**src/rtl/stream_downsize.sv**
```systemverilog
// stream_downsize: wide-to-narrow stream converter.
//   Accepts one wide beat of T_DATA_RATIO lanes (per-lane keep, packet last)
//   and replays its kept lanes one per transfer, lowest lane first. The
//   packet last is re-attached to the final kept lane. A new beat can be
//   captured in the same cycle the final lane leaves, so back-to-back beats
//   stream with no bubble.
// Ports:
//   clk, rst_n            clock, async active-low reset
//   s_data_i[0:R-1]       wide beat, lane 0 leaves first
//   s_keep_i              lane-valid mask
//   s_last_i              beat closes a packet
//   s_valid_i/s_ready_o   wide handshake
//   m_data_o, m_last_o    current narrow lane, last-of-packet flag
//   m_valid_o/m_ready_i   narrow handshake

// One lane slot of the wide-beat buffer.
module stream_downsize_lane #(
  parameter int W = 1
) (
  input  logic         clk,
  input  logic         rst_n,
  input  logic         load,
  input  logic [W-1:0] d,
  output logic [W-1:0] q
);
  always_ff @(posedge clk or negedge rst_n)
    if (!rst_n)    q <= '0;
    else if (load) q <= d;
endmodule

module stream_downsize #(
  parameter int T_DATA_WIDTH = 1,
  parameter int T_DATA_RATIO = 2
) (
  input  logic                    clk,
  input  logic                    rst_n,
  input  logic [T_DATA_WIDTH-1:0] s_data_i [0:T_DATA_RATIO-1],
  input  logic [T_DATA_RATIO-1:0] s_keep_i,
  input  logic                    s_last_i,
  input  logic                    s_valid_i,
  output logic                    s_ready_o,
  output logic [T_DATA_WIDTH-1:0] m_data_o,
  output logic                    m_last_o,
  output logic                    m_valid_o,
  input  logic                    m_ready_i
);
  localparam int W     = T_DATA_WIDTH;
  localparam int R     = T_DATA_RATIO;
  localparam int IDX_W = $clog2(R);

  logic [W-1:0]     data_q [0:R-1];
  logic [R-1:0]     rem;     // lanes of the held beat still to send
  logic             lst;
  logic [R-1:0]     rem_dn;  // rem with its lowest set bit cleared
  logic [IDX_W-1:0] cur;
  logic             is_final, out_fire, in_fire;

  // Lowest set bit of rem wins; scanning downward leaves it last.
  always_comb begin
    cur = '0;
    for (int i = R-1; i >= 0; i--)
      if (rem[i]) cur = IDX_W'(i);
  end

  assign rem_dn    = rem & (rem - R'(1));
  assign is_final  = (rem != '0) && (rem_dn == '0);
  assign m_valid_o = (rem != '0);
  assign m_data_o  = m_valid_o ? data_q[cur] : '0;
  assign m_last_o  = m_valid_o & is_final & lst;
  assign out_fire  = m_valid_o & m_ready_i;
  assign s_ready_o = (rem == '0) | (out_fire & is_final);
  assign in_fire   = s_valid_i & s_ready_o;

  for (genvar g = 0; g < R; g++) begin : g_lane
    stream_downsize_lane #(.W(W)) u_lane (
      .clk  (clk),
      .rst_n(rst_n),
      .load (in_fire),
      .d    (s_data_i[g]),
      .q    (data_q[g])
    );
  end

  // A refill takes priority over retiring the final lane: both happen in
  // the same cycle and the new mask simply replaces the old one.
  always_ff @(posedge clk or negedge rst_n)
    if (!rst_n) begin
      rem <= '0;
      lst <= 1'b0;
    end else if (in_fire) begin
      rem <= s_keep_i;
      lst <= s_last_i;
    end else if (out_fire) begin
      rem <= rem_dn;
    end
endmodule

```
**config.mk**
```make
export PLATFORM = sky130hd
export DESIGN_NAME = stream_downsize
export DESIGN_NICKNAME = d
export VERILOG_FILES = /design/src/rtl/stream_downsize.sv
export SDC_FILE = /design/constraint.sdc
export NUM_CORES = 1
export LEC_CHECK = 0
export ABC_AREA = 1
export CORE_AREA = 2 2 39 41
export CTS_CLUSTER_DIAMETER = 50
export DETAILED_ROUTE_END_ITERATION = 10
export DIE_AREA = 0 0 41 43
export GPL_ROUTABILITY_DRIVEN = 0
export PLACE_DENSITY = 0.48
export REMOVE_ABC_BUFFERS = 1
export SETUP_SLACK_MARGIN = 0.3
export SYNTH_ARGS = -nofsm -noshare
export SYNTH_HDL_FRONTEND = slang
export SYNTH_SLANG_ARGS = --single-unit
```
**constraint.sdc**
```tcl
create_clock -name clk -period 1.6 [get_ports clk]
set_input_delay 0.16 -clock clk [delete_from_list [all_inputs] [get_ports clk]]
set_output_delay 0.16 -clock clk [all_outputs]
set_load 0.005 [all_outputs]
```
==> metrics.md, run 1 <==
| Metric | Value |
|---|---|
| Status | completed |
| RSZ-0062 raised after global routing | true |
| Drt pass-1 iters | 2 |
| Dominant cells by area after synthesis | dfrtp_1 (41%), ha_1 (12%), nand2_1 (11%), nand3_1 (9.8%), inv_1 (7.3%) |
| Finish-stage setup viols | 0 |
| Yosys top cell by area | dfrtp_1 |
| Worst Tran Pin Value | 0.290 ns |
| Most common cell after layout, fill and taps aside | clkdlybuf4s50_1 |
| Layout cells sized above 1 | 44.3% |
| Via count | about 330 |
| Non-filler cells, final | 77 |
| Critical Path Max Stage Delay | between 0.3 and 0.4 ns |
| Worst path buffer plus inverter count | 4 |
| F_max | between 700 and 800 MHz |
| Die area | between 1500 and 2000 µm² |
| Remaining antenna violation count | 0 |
| Worst r2r dst | rem[1]$_DFFE_PN0P_ |
| Setup CP Type | reg2out |
| Worst setup SP type | flop |
| Distinct cells, synth | 12 |
| Initial antenna violation count | 0 |
| Clock tree from TritonCTS | done |
| Worst Hold Class | in2async |
| CTS Buffer Depth | 2 |
| Number of hold buffers added after cts | 0 |
| RR Startpoint | rem[0]$_DFFE_PN0P_ |
| Syn Inst Count | 39 |
| CP Cell Sequence | inv_2 -> ha_4 -> inv_4 -> buf_6 -> nand2_4 -> buf_6 |
| Yosys reg bits | 5 |
| Arr. time, crit path | 1.22 ns |
| Area growth syn-to-layout | 89.0% |
| Slew HR | between 80% and 90% |
| Vias/cell | 4.22 |
| IO Port Bufs | 12 |
| Syn Std Cell Area | 307 µm² |
| Critical Path End Type | output port |
| Worst Slack Setup Final | 0.220 ns |
| Tmin final | 1.38 ns |
| Placed Cells | a little under 70 |
| Drc violations | 0 |
| Crit path max-delay family | flip-flops |
| Pleak | 0.290 nW |
| Ports | 13 |
| Rows | 14 |
| DR WL/cell | 10.9 µm |
| Vias in the first global route | 362 |
| Period utilization | ~86% |
| Avg Inst Size Synth | slightly below 8 µm² |
| CTS H-tree lvls | 1 |
| Setup TNS | 0 ns |
| Most frequent CP cell | buf_6 |
| CP Launch Point | rem[0]$_DFFE_PN0P_ |
| Reg2reg path depth | 9 |
| CTS Buf Count | 3 |
| Critical path's slowest cell | dfrtp_1 |
| NumNets Final | 74 |
| DIE WIDTH | 41 µm |
| Max IR drop VDD | 791 µV |
| Post-DP HPWL | 588 µm |
| Insertion delay to the later sink of the worst-skew pair | 0.25 ns |
| First-pass GRT wire length | 1.51 mm |
| Fin. Hold Viols | 0 |
| Max Cap Viol | 0 |
| Fin. max-slew vios | 0 |
| Initial Utilization | 22.2% |
| Register area share after synthesis | around two fifths |
| Die Y | roughly 43 µm |
| PD cells | 2000 nW/µm² |
| Global-route usage over all layers | 13.2% |
| Initial DRC count | 1 |
| Place WS | -0.00640 ns |
| CP max FO | 4 |
| Ys Warns | 0 |
| R2R setup slack | between 0.2 and 0.3 ns |
| Req. time, crit path | 1.44 ns |
| Root buf cell | clkbuf_4 |
| GR Overflow Total | 0 |
| WP depth | 6 |
| Largest net degree at the start of global routing | 7 |
| Crit path to | s_ready_o |
| Routed wire length | around 840 µm |
| Clk slew on worst S/H paths | 0.05 ns |
| Clk sink count | 5 |
| Most frequent cells in the layout | clkdlybuf4s50_1 (8), nand2_1 (7), nand3_1 (5), dfrtp_1 (5), buf_6 (5) |
| Filler cells | between 100 and 150 |
| Yosys top cell area share | 40.8% |
| Core ar. | about 1400 µm² |
| Clock skew | roughly 0.0035 ns |
| N_diodes | 0 |
## how the worst min path moves through the flow
stage	slack [ns]	endpoint	cells past startpoint	from
after global routing	0.15	g_lane[0].u_lane.q$_DFFE_PN0P_	1	rst_n
final	0.15	g_lane[0].u_lane.q$_DFFE_PN0P_	1	rst_n
after detailed placement	0.42	g_lane[0].u_lane.q$_DFFE_PN0P_	1	rst_n
after global placement	0.41	g_lane[0].u_lane.q$_DFFE_PN0P_	1	rst_n
after CTS	0.15	g_lane[0].u_lane.q$_DFFE_PN0P_	1	rst_n
after floorplan	-0.14	g_lane[0].u_lane.q$_DFFE_PN0P_	0	rst_n
## synth_stat cells, drive strengths merged
| cell type | n |
|---|---|
| ha | 3 |
| o21ai | 2 |
| inv | 7 |
| dfrtp | 5 |
| nand2 | 13 |
| nand3 | 6 |
| a21oi | 2 |
| nor2 | 1 |
## metrics by stage
stage	power (mW)	utilization [%]	hold WS (ns)	cell area (µm²)
floorplan	0.489	-	-0.136	307
global placement	0.743	33.4	0.413	462
detailed placement	0.740	33.4	0.422	462
CTS	1.04	39.2	0.154	543
global route	1.26	41.9	0.152	579
finish	1.16	41.9	0.149	579
## flip-flops by register name, indices dropped and copies added, names as in the netlist
signal           cells
rem                  2
lst                  1
g_lane.u_lane.q      2
## area by class of cell
type                       count  area (µm²)  share of cell area, %
tap                           16        20.0                   3.46
timing repair buffer          18         173                   29.8
clock buffer                   4        26.3                   4.54
inverter                       7        28.8                   4.97
multi-input combinational     27         206                   35.6
sequential                     5         125                   21.6
## report_power, final
part | switching [mW] | internal, mW
combinational | 0.360 | 0.420
sequential | 0.0366 | 0.187
clock | 0.0596 | 0.0948
## kinds of logic after synthesis
kind of cell	after synthesis	synth area share [%]
AOI/OAI and AO/OA	4	6.53
adders and majority gates	3	12.2
and+or+nand+nor	20	31.8
DFF	5	40.8
buffers and inverters	7	8.57
## repair_timing
item                                    4_1_cts  5_1_grt
gates resized for setup                      26        7
gates cloned                                  0        0
endpoints found under the setup margin        8        8
endpoints found under the hold margin         0        0
pin swaps                                     4        4
buffers inserted                              2        2
## routing by layer
metal | GRT usage [%] | part of all wire, %
met5 | 0 | 0
met4 | 10.0 | 2.5
met3 | 3.14 | 3.5
met2 | 19.7 | 52
met1 | 15.2 | 42
Power figures use the tool's default switching activity.
==> run 2: changes to the inputs <==
Settings changed: GPL_TIMING_DRIVEN set to 0.
==> run 2 against run 1 <==
Die area unchanged. Utilization increased by 0.90 points. Register-to-register slack improved by 0.02 ns. Combinational power increased by 2.9%. Flip-flop and latch count unchanged. Design area increased by 2.2%. Sequential power about the same. Routed wire length decreased by 5.4%. Global-route usage decreased by 1.5 points. Clock skew decreased by 0.0033 ns. First-iteration DRC count decreased by 100%. Cell count increased by 1.3%.
==> metrics.md, run 2 (synthesis results as in run 1) <==
| Metric | Value |
|---|---|
| Status | completed |
| Core ar. | 1380 µm² (unchanged) |
| Ports | 13 (unchanged) |
| Filler cells | 135 (-9.4%) |
| Initial antenna violation count | 0 (unchanged) |
| Most common cell after layout, fill and taps aside | clkdlybuf4s50_1 |
| Clock group share of total power | 12.6% (-0.7 points) |
| Slew HR | 74.2% (-6.4 points) |
| Fin. Hold Viols | 0 (unchanged) |
| Rows | 14 (unchanged) |
| Switching Power | 0.464 mW (+1.9%) |
| CTS Buffer Depth | 2 (unchanged) |
| Vias/cell | 4.23 (+0.24%) |
| Global-route usage over all layers | 11.7% (-1.5 points) |
| Comb pwr share | 68.2% (+0.8 points) |
| Largest regs | g_lane.u_lane.q: 2 flops, rem: 2 flops, lst: 1 flops |
| Die Y | 43 µm (unchanged) |
| WHS | 0.144 ns (-0.00518 ns) |
| Initial DRC count | 0 (-1) |
| CP Cell Sequence | inv_2 -> ha_4 -> inv_4 -> buf_6 -> nand2_4 -> buf_6 |
| Post-DP HPWL | 537 µm (-8.6%) |
| Total power | 1.18 mW (+1.6%) |
| Crit path max-delay family | flip-flops |
| Placed Area | 447 µm² (-3.3%) |
| Root buf cell | clkbuf_4 |
| Reg2reg path depth | 9 (unchanged) |
| Most frequent CP cell | buf_6 |
| Pleak | 0.293 nW (+1.2%) |
| P_int | 0.713 mW (+1.5%) |
| Critical Path Max Stage Delay | 0.38 ns (about the same) |
| Final instance area | 592 µm² (+2.2%) |
| RSZ-0062 raised after global routing | true |
| Tmin final | 1.37 ns (-0.0101 ns) |
| Max Cap Viol | 0 (unchanged) |
| Critical path's slowest cell | dfrtp_1 |
| Clock skew | 0.000252 ns (-0.00328 ns) |
| Clock tree from TritonCTS | done |
| Drc violations | 0 (unchanged) |
| Req. time, crit path | 1.44 ns (about the same) |
| Flop pwr share | 19.2% (about the same) |
| Most frequent cells in the layout | clkdlybuf4s50_1 (8), nand2_1 (7), nand3_1 (5), dfrtp_1 (5), buf_6 (5) |
| N_diodes | 0 (unchanged) |
| Worst setup SP type | flop |
| Insertion delay to the later sink of the worst-skew pair | 0.24 ns (about the same) |
| Worst path buffer plus inverter count | 4 (unchanged) |
| Area growth syn-to-layout | 93.1% |
| Max IR drop VDD | 871 µV (+10%) |
| Worst Tran Pin Value | 0.386 ns (+0.0960 ns) |
| Fin. max-slew vios | 0 (unchanged) |
| Clk slew on worst S/H paths | 0.04 ns (about the same) |
| Layout cells sized above 1 | 46.8% (+2.5 points) |
| Remaining antenna violation count | 0 (unchanged) |
| Worst Hold Class | in2async |
| RR Startpoint | rem[0]$_DFFE_PN0P_ |
| Initial Utilization | 22.2% (unchanged) |
| Placed Cells | 67 (-2.9%) |
| NumNets Final | 75 (+1.4%) |
| Worst r2r dst | rem[1]$_DFFE_PN0P_ |
| CP max FO | 3 (-1) |
| Critical Path End Type | output port |
| DIE WIDTH | 41 µm (unchanged) |
| Setup CP Type | reg2out |
| Period utilization | 85.6% (-0.63 points) |
| Arr. time, crit path | 1.21 ns (about the same) |
| First-pass GRT wire length | 1.32 mm (-13%) |
| PD cells | 1990 nW/µm² (-0.52%) |
| Die area | 1760 µm² (unchanged) |
| Via count | 330 (+1.5%) |
| CTS H-tree lvls | 1 (unchanged) |
| IO Port Bufs | 12 (unchanged) |
| Finish-stage setup viols | 0 (unchanged) |
| Drt pass-1 iters | 1 (-1) |
| Clk sink count | 5 (unchanged) |
| R2R setup slack | 0.27 ns (+0.02 ns) |
| Routed wire length | 792 µm (-5.4%) |
| Vias in the first global route | 319 (-12%) |
| DR WL/cell | 10.2 µm (-6.6%) |
| Non-filler cells, final | 78 (+1.3%) |
| Switching share of power | 39.4% (+0.087 points) |
| GR Overflow Total | 0 (unchanged) |
| F_max | 730 MHz (+0.74%) |
| Largest net degree at the start of global routing | 7 (unchanged) |
| CTS Buf Count | 3 (unchanged) |
-- run 2: changes by cell type in the layout (fill, tap and decap cells not counted) --
| cell | before | now |
|---|---|---|
| buf_2 | 1 | 2 |
| buf_4 | 3 | 4 |
| dlygate4sd2_1 | 1 | 0 |
| nand2_4 | 3 | 2 |
| nand2_8 | 0 | 1 |
-- run 2: how the worst max path moves through the flow --
stage	start	to	slack [ns]	cells past startpoint
3_5_place_dp	rem[1]$_DFFE_PN0P_	m_data_o	-0.03	6
5_1_grt	rem[1]$_DFFE_PN0P_	m_data_o	0.16	6
6_report	rem[0]$_DFFE_PN0P_	s_ready_o	0.23	6
3_3_place_gp	rem[1]$_DFFE_PN0P_	m_data_o	-0.02	6
2_1_floorplan	rem[0]$_DFFE_PN0P_	rem[1]$_DFFE_PN0P_	0.39	8
4_1_cts	rem[1]$_DFFE_PN0P_	m_data_o	0.21	5
-- run 2: through the flow --
stage	setup WS, ns	util (%)	TNS (ns)
floorplan	0.395	-	0
global placement	-0.0152	32.3	-0.0152
detailed placement	-0.0272	32.3	-0.0272
CTS	0.211	39.4	0
global route	0.164	42.8	0
finish	0.230	42.8	0
-- run 2: area by class of cell --
cell class / count / area, µm² / area share [%]
flip-flops and latches: 5 / 125 / 21.1
clock buffers: 4 / 26.3 / 4.44
repair buffers: 19 / 176 / 29.8
inverters: 7 / 28.8 / 4.86
multi-input cells: 27 / 215 / 36.4
well taps: 16 / 20.0 / 3.38
-- run 2: timing repair --
| action | CTS | global route |
|---|---|---|
| hold buffers | 0 | 0 |
| gates resized for setup | 29 | 8 |
| buffers inserted | 6 | 1 |
| endpoints found under the hold margin | 0 | 0 |
| pin swaps | 4 | 3 |
| endpoints found under the setup margin | 6 | 7 |
-- run 2: power groups by stage --
stage | clock (mW) | sequential [mW] | combinational [mW]
after global placement | 0 | 0.223 | 0.474
after detailed placement | 0 | 0.225 | 0.472
after CTS | 0.153 | 0.222 | 0.686
final | 0.148 | 0.226 | 0.803
after global routing | 0.163 | 0.235 | 0.874
after floorplan | 0 | 0.213 | 0.276
-- run 2: per-layer routing --
metal	global-route usage (%)	wire, µm	up-vias
met5	0	0	-
met2	15.9	399	10
li1	-	-	168
met1	13.9	343	152
met3	8.38	50	0
met4	4.00	0	0
==> run 3: changes to the inputs <==
Settings changed: CAP_MARGIN set to 20, PLACE_DENSITY 0.48 to 0.5, SYNTH_HIERARCHICAL set to 1.
==> run 3 against run 2 <==
Area after synthesis is 10% higher. Routed wire length is 3.3% lower. Cell count is 6.4% higher. Clock-buffer cell count stayed put. Flip-flop and latch count stayed put. Combinational power is 25% higher. Die area stayed put. Setup slack better by 0.0099 ns.
==> metrics.md, run 3 <==
| Metric | Value |
|---|---|
| Post-synth ARST share | 100% (unchanged) |
| Final instance area | 667 µm² (+13%) |
| Root buf cell | clkbuf_4 |
| Setup CP Type | reg2out |
| Status | completed |
| Place WS | -0.0228 ns (+0.00445 ns) |
| Non-filler cells, final | 83 (+6.4%) |
| PD cells | 2060 nW/µm² (+3.8%) |
| Initial Utilization | 24.4% (+2.3 points) |
| Placed Area | 478 µm² (+7.0%) |
| Clock skew | 0.000819 ns (+0.000567 ns) |
| Worst Tran Pin Value | 0.252 ns (-0.134 ns) |
| Dominant cells by area after synthesis | dfrtp_1 (37%), nand2_1 (14%), ha_1 (11%), inv_1 (8.9%), nand2_2 (7.4%) |
| Total power | 1.38 mW (+17%) |
| DR WL/cell | 9.23 µm (-9.1%) |
| Top post-synthesis cells by count | nand2_1 (13), inv_1 (8), dfrtp_1 (5) |
| Rows | 14 (unchanged) |
| Fin. Hold Viols | 0 (unchanged) |
| Worst setup SP type | flop |
| Comb pwr share | 72.9% (+4.7 points) |
| Max Cap Viol | 0 (unchanged) |
| Register area share after synthesis | 37.0% (-3.8 points) |
| CTS Buffer Depth | 2 (unchanged) |
| Clk slew on worst S/H paths | 0.04 ns (about the same) |
| First-pass GRT wire length | 1.12 mm (-15%) |
| Via count | 343 (+3.9%) |
| Area growth syn-to-layout | 97.4% |
| Clock tree from TritonCTS | done |
| Avg Inst Size Synth | 7.86 µm² (about the same) |
| Finish-stage setup viols | 0 (unchanged) |
| Vias in the first global route | 303 (-5.0%) |
| Pleak | 0.333 nW (+14%) |
| Syn Std Cell Area | 338 µm² (+10%) |
| NumNets Final | 80 (+6.7%) |
| Core ar. | 1380 µm² (unchanged) |
| CTS H-tree lvls | 1 (unchanged) |
| Tmin final | 1.36 ns (-0.00992 ns) |
| Ys Warns | 6 (+6) |
| Max IR drop VDD | 906 µV (+4.0%) |
| Period utilization | 85.0% (-0.62 points) |
| WHS | 0.143 ns (-0.000715 ns) |
| EDFF count, synth | 0 (unchanged) |
| Worst Hold Class | in2async |
| Filler cells | 138 (+2.2%) |
| Multiplexer share of the synthesized area | 0% (unchanged) |
| N_diodes | 0 (unchanged) |
| GR Overflow Total | 0 (unchanged) |
| Die Y | 43 µm (unchanged) |
| Most numerous cell in the Yosys netlist | nand2_1 |
| Slew HR | 83.1% (+9.0 points) |
| FF+latch area | 125 µm² (unchanged) |
| Global-route usage over all layers | 10.3% (-1.4 points) |
| Die area | 1760 µm² (unchanged) |
| Yosys top cell by area | dfrtp_1 |
| Initial DRC count | 0 (unchanged) |
| IO Port Bufs | 12 (unchanged) |
| Clock group share of total power | 10.4% (-2.2 points) |
| Remaining antenna violation count | 0 (unchanged) |
| Flop pwr share | 16.6% (-2.6 points) |
| Yosys reg bits | 5 (unchanged) |
| Ports | 13 (unchanged) |
| Syn Inst Count | 43 (+10%) |
| Post-DP HPWL | 490 µm (-8.8%) |
| Synth Flop Type | dfrtp_1 |
| Worst Slack Setup Final | 0.240 ns (+0.00992 ns) |
| Routed wire length | 766 µm (-3.3%) |
| Req. time, crit path | 1.44 ns (about the same) |
| Post-Synth Adder-Cell Area | 11.1% (-1.1 points) |
| DIE WIDTH | 41 µm (unchanged) |
| Drt pass-1 iters | 1 (unchanged) |
| F_max | 735 MHz (+0.73%) |
| Largest net degree at the start of global routing | 7 (unchanged) |
| Synth Area in Compound Gates | 5.56% (-0.98 points) |
| Vias/cell | 4.13 (-2.3%) |
| Insertion delay to the later sink of the worst-skew pair | 0.24 ns (about the same) |
| Distinct cells, synth | 13 (+1) |
| Drc violations | 0 (unchanged) |
| Arr. time, crit path | 1.20 ns (about the same) |
| Clk sink count | 5 (unchanged) |
| RSZ-0062 raised after global routing | true |
| Yosys top cell area share | 37.0% (-3.8 points) |
| Footprint of the multi-input gates | 236 µm² (+9.9%) |
| Number of hold buffers added after cts | 0 (unchanged) |
| Placed Cells | 71 (+6.0%) |
| Critical Path End Type | output port |
| CP max FO | 3 (unchanged) |
| Switching share of power | 38.3% (-1.1 points) |
| CTS Buf Count | 3 (unchanged) |
| Switching Power | 0.527 mW (+14%) |
| Most frequent cells in the layout | nand2_1 (10), clkdlybuf4s50_1 (8) |
| Most common cell after layout, fill and taps aside | nand2_1 |
| P_int | 0.849 mW (+19%) |
| Largest family of logic cells by synthesized area | simple AND/OR/NAND/NOR gates |
| Fin. max-slew vios | 0 (unchanged) |
| Synth Area in XOR/XNOR | 0% (unchanged) |
| Largest regs | g_lane.u_lane/q: 2 flops, rem: 2 flops, lst: 1 flops |
| Initial antenna violation count | 0 (unchanged) |
| Layout cells sized above 1 | 53.7% (+7.0 points) |
| Area fraction in and, or, nand and nor cells after synthesis | 34.4% (+2.6 points) |
## run 3: cell count changes in the layout (fill, tap and decap cells not counted)
cell / change
buf_2: -1
o21ai_1: -1
inv_8: +1
buf_12: +2
nand2_1: +3
inv_2: +2
nand3_1: -3
nand2_8: +1
a21oi_1: -1
nor2_2: -1
nand2_2: +2
o21ai_2: +1
## run 3: logic make-up after synthesis
logic type                 after synthesis
AOI/OAI and AO/OA                        3
adders and majority gates                3
buffers and inverters                   10
DFF                                      5
and+or+nand+nor                         22
## run 3: worst max-delay path, cell delays in order (launching register included)
cell and delay [ns]:
dfrtp_1 0.38, inv_2 0.11, ha_4 0.22, nand2_4 0.08
nand2_8 0.06, buf_6 0.11
## run 3: layout make-up
cell class              count  area share, %
multi-input cells          28           35.5
well taps                  16           3.00
repair buffers             20           31.7
clock buffers               4           3.94
flip-flops and latches      5           18.8
inverters                  10           7.13
## run 3: power by group through the flow
| stage | logic [mW] | registers (mW) | clock network [mW] |
|---|---|---|---|
| floorplan | 0.324 | 0.216 | 0 |
| global placement | 0.518 | 0.225 | 0 |
| detailed placement | 0.519 | 0.226 | 0 |
| CTS | 0.944 | 0.226 | 0.153 |
| global route | 1.10 | 0.233 | 0.160 |
| finish | 1.00 | 0.229 | 0.144 |
## run 3: final timing paths
path | from | endpoint | slack (ns) | cells past startpoint
worst max register to register | rem[0]$_DFFE_PN0P_ | g_lane[0].u_lane/q$_DFFE_PN0P_ | 0.28 | 11
worst min-delay path | rst_n | lst$_DFFE_PN0P_ | 0.14 | 1
min in group clk | s_data_i[0] | g_lane[1].u_lane/q$_DFFE_PN0P_ | 0.46 | 3
worst max-delay path | rem[0]$_DFFE_PN0P_ | s_ready_o | 0.24 | 5
worst min register to register | g_lane[1].u_lane/q$_DFFE_PN0P_ | g_lane[1].u_lane/q$_DFFE_PN0P_ | 0.47 | 2
max in group asynchronous | rst_n | rem[0]$_DFFE_PN0P_ | 1.27 | 1
## run 3: per-stage QoR
stage / TNS, ns / util [%]
5_1_grt: 0 / 48.2
6_report: 0 / 48.2
3_5_place_dp: -0.0228 / 34.5
4_1_cts: 0 / 46.4
3_3_place_gp: 0 / 34.5
2_1_floorplan: 0 / -
## run 3: routing by layer
layer / track usage [%] / wire length, µm / up-vias
met4: 14.0 / 19 / 0
met5: 0 / 0 / -
met2: 14.7 / 399 / 10
li1: - / - / 175
met1: 11.1 / 309 / 156
met3: 0 / 37 / 2
## run 3: timing repair
item                                    in CTS  in global routing
gates resized for setup                     37                  5
cloned                                       0                  0
endpoints found under the setup margin       6                  9
buffers inserted                             7                  1
pin swaps                                    5                  2
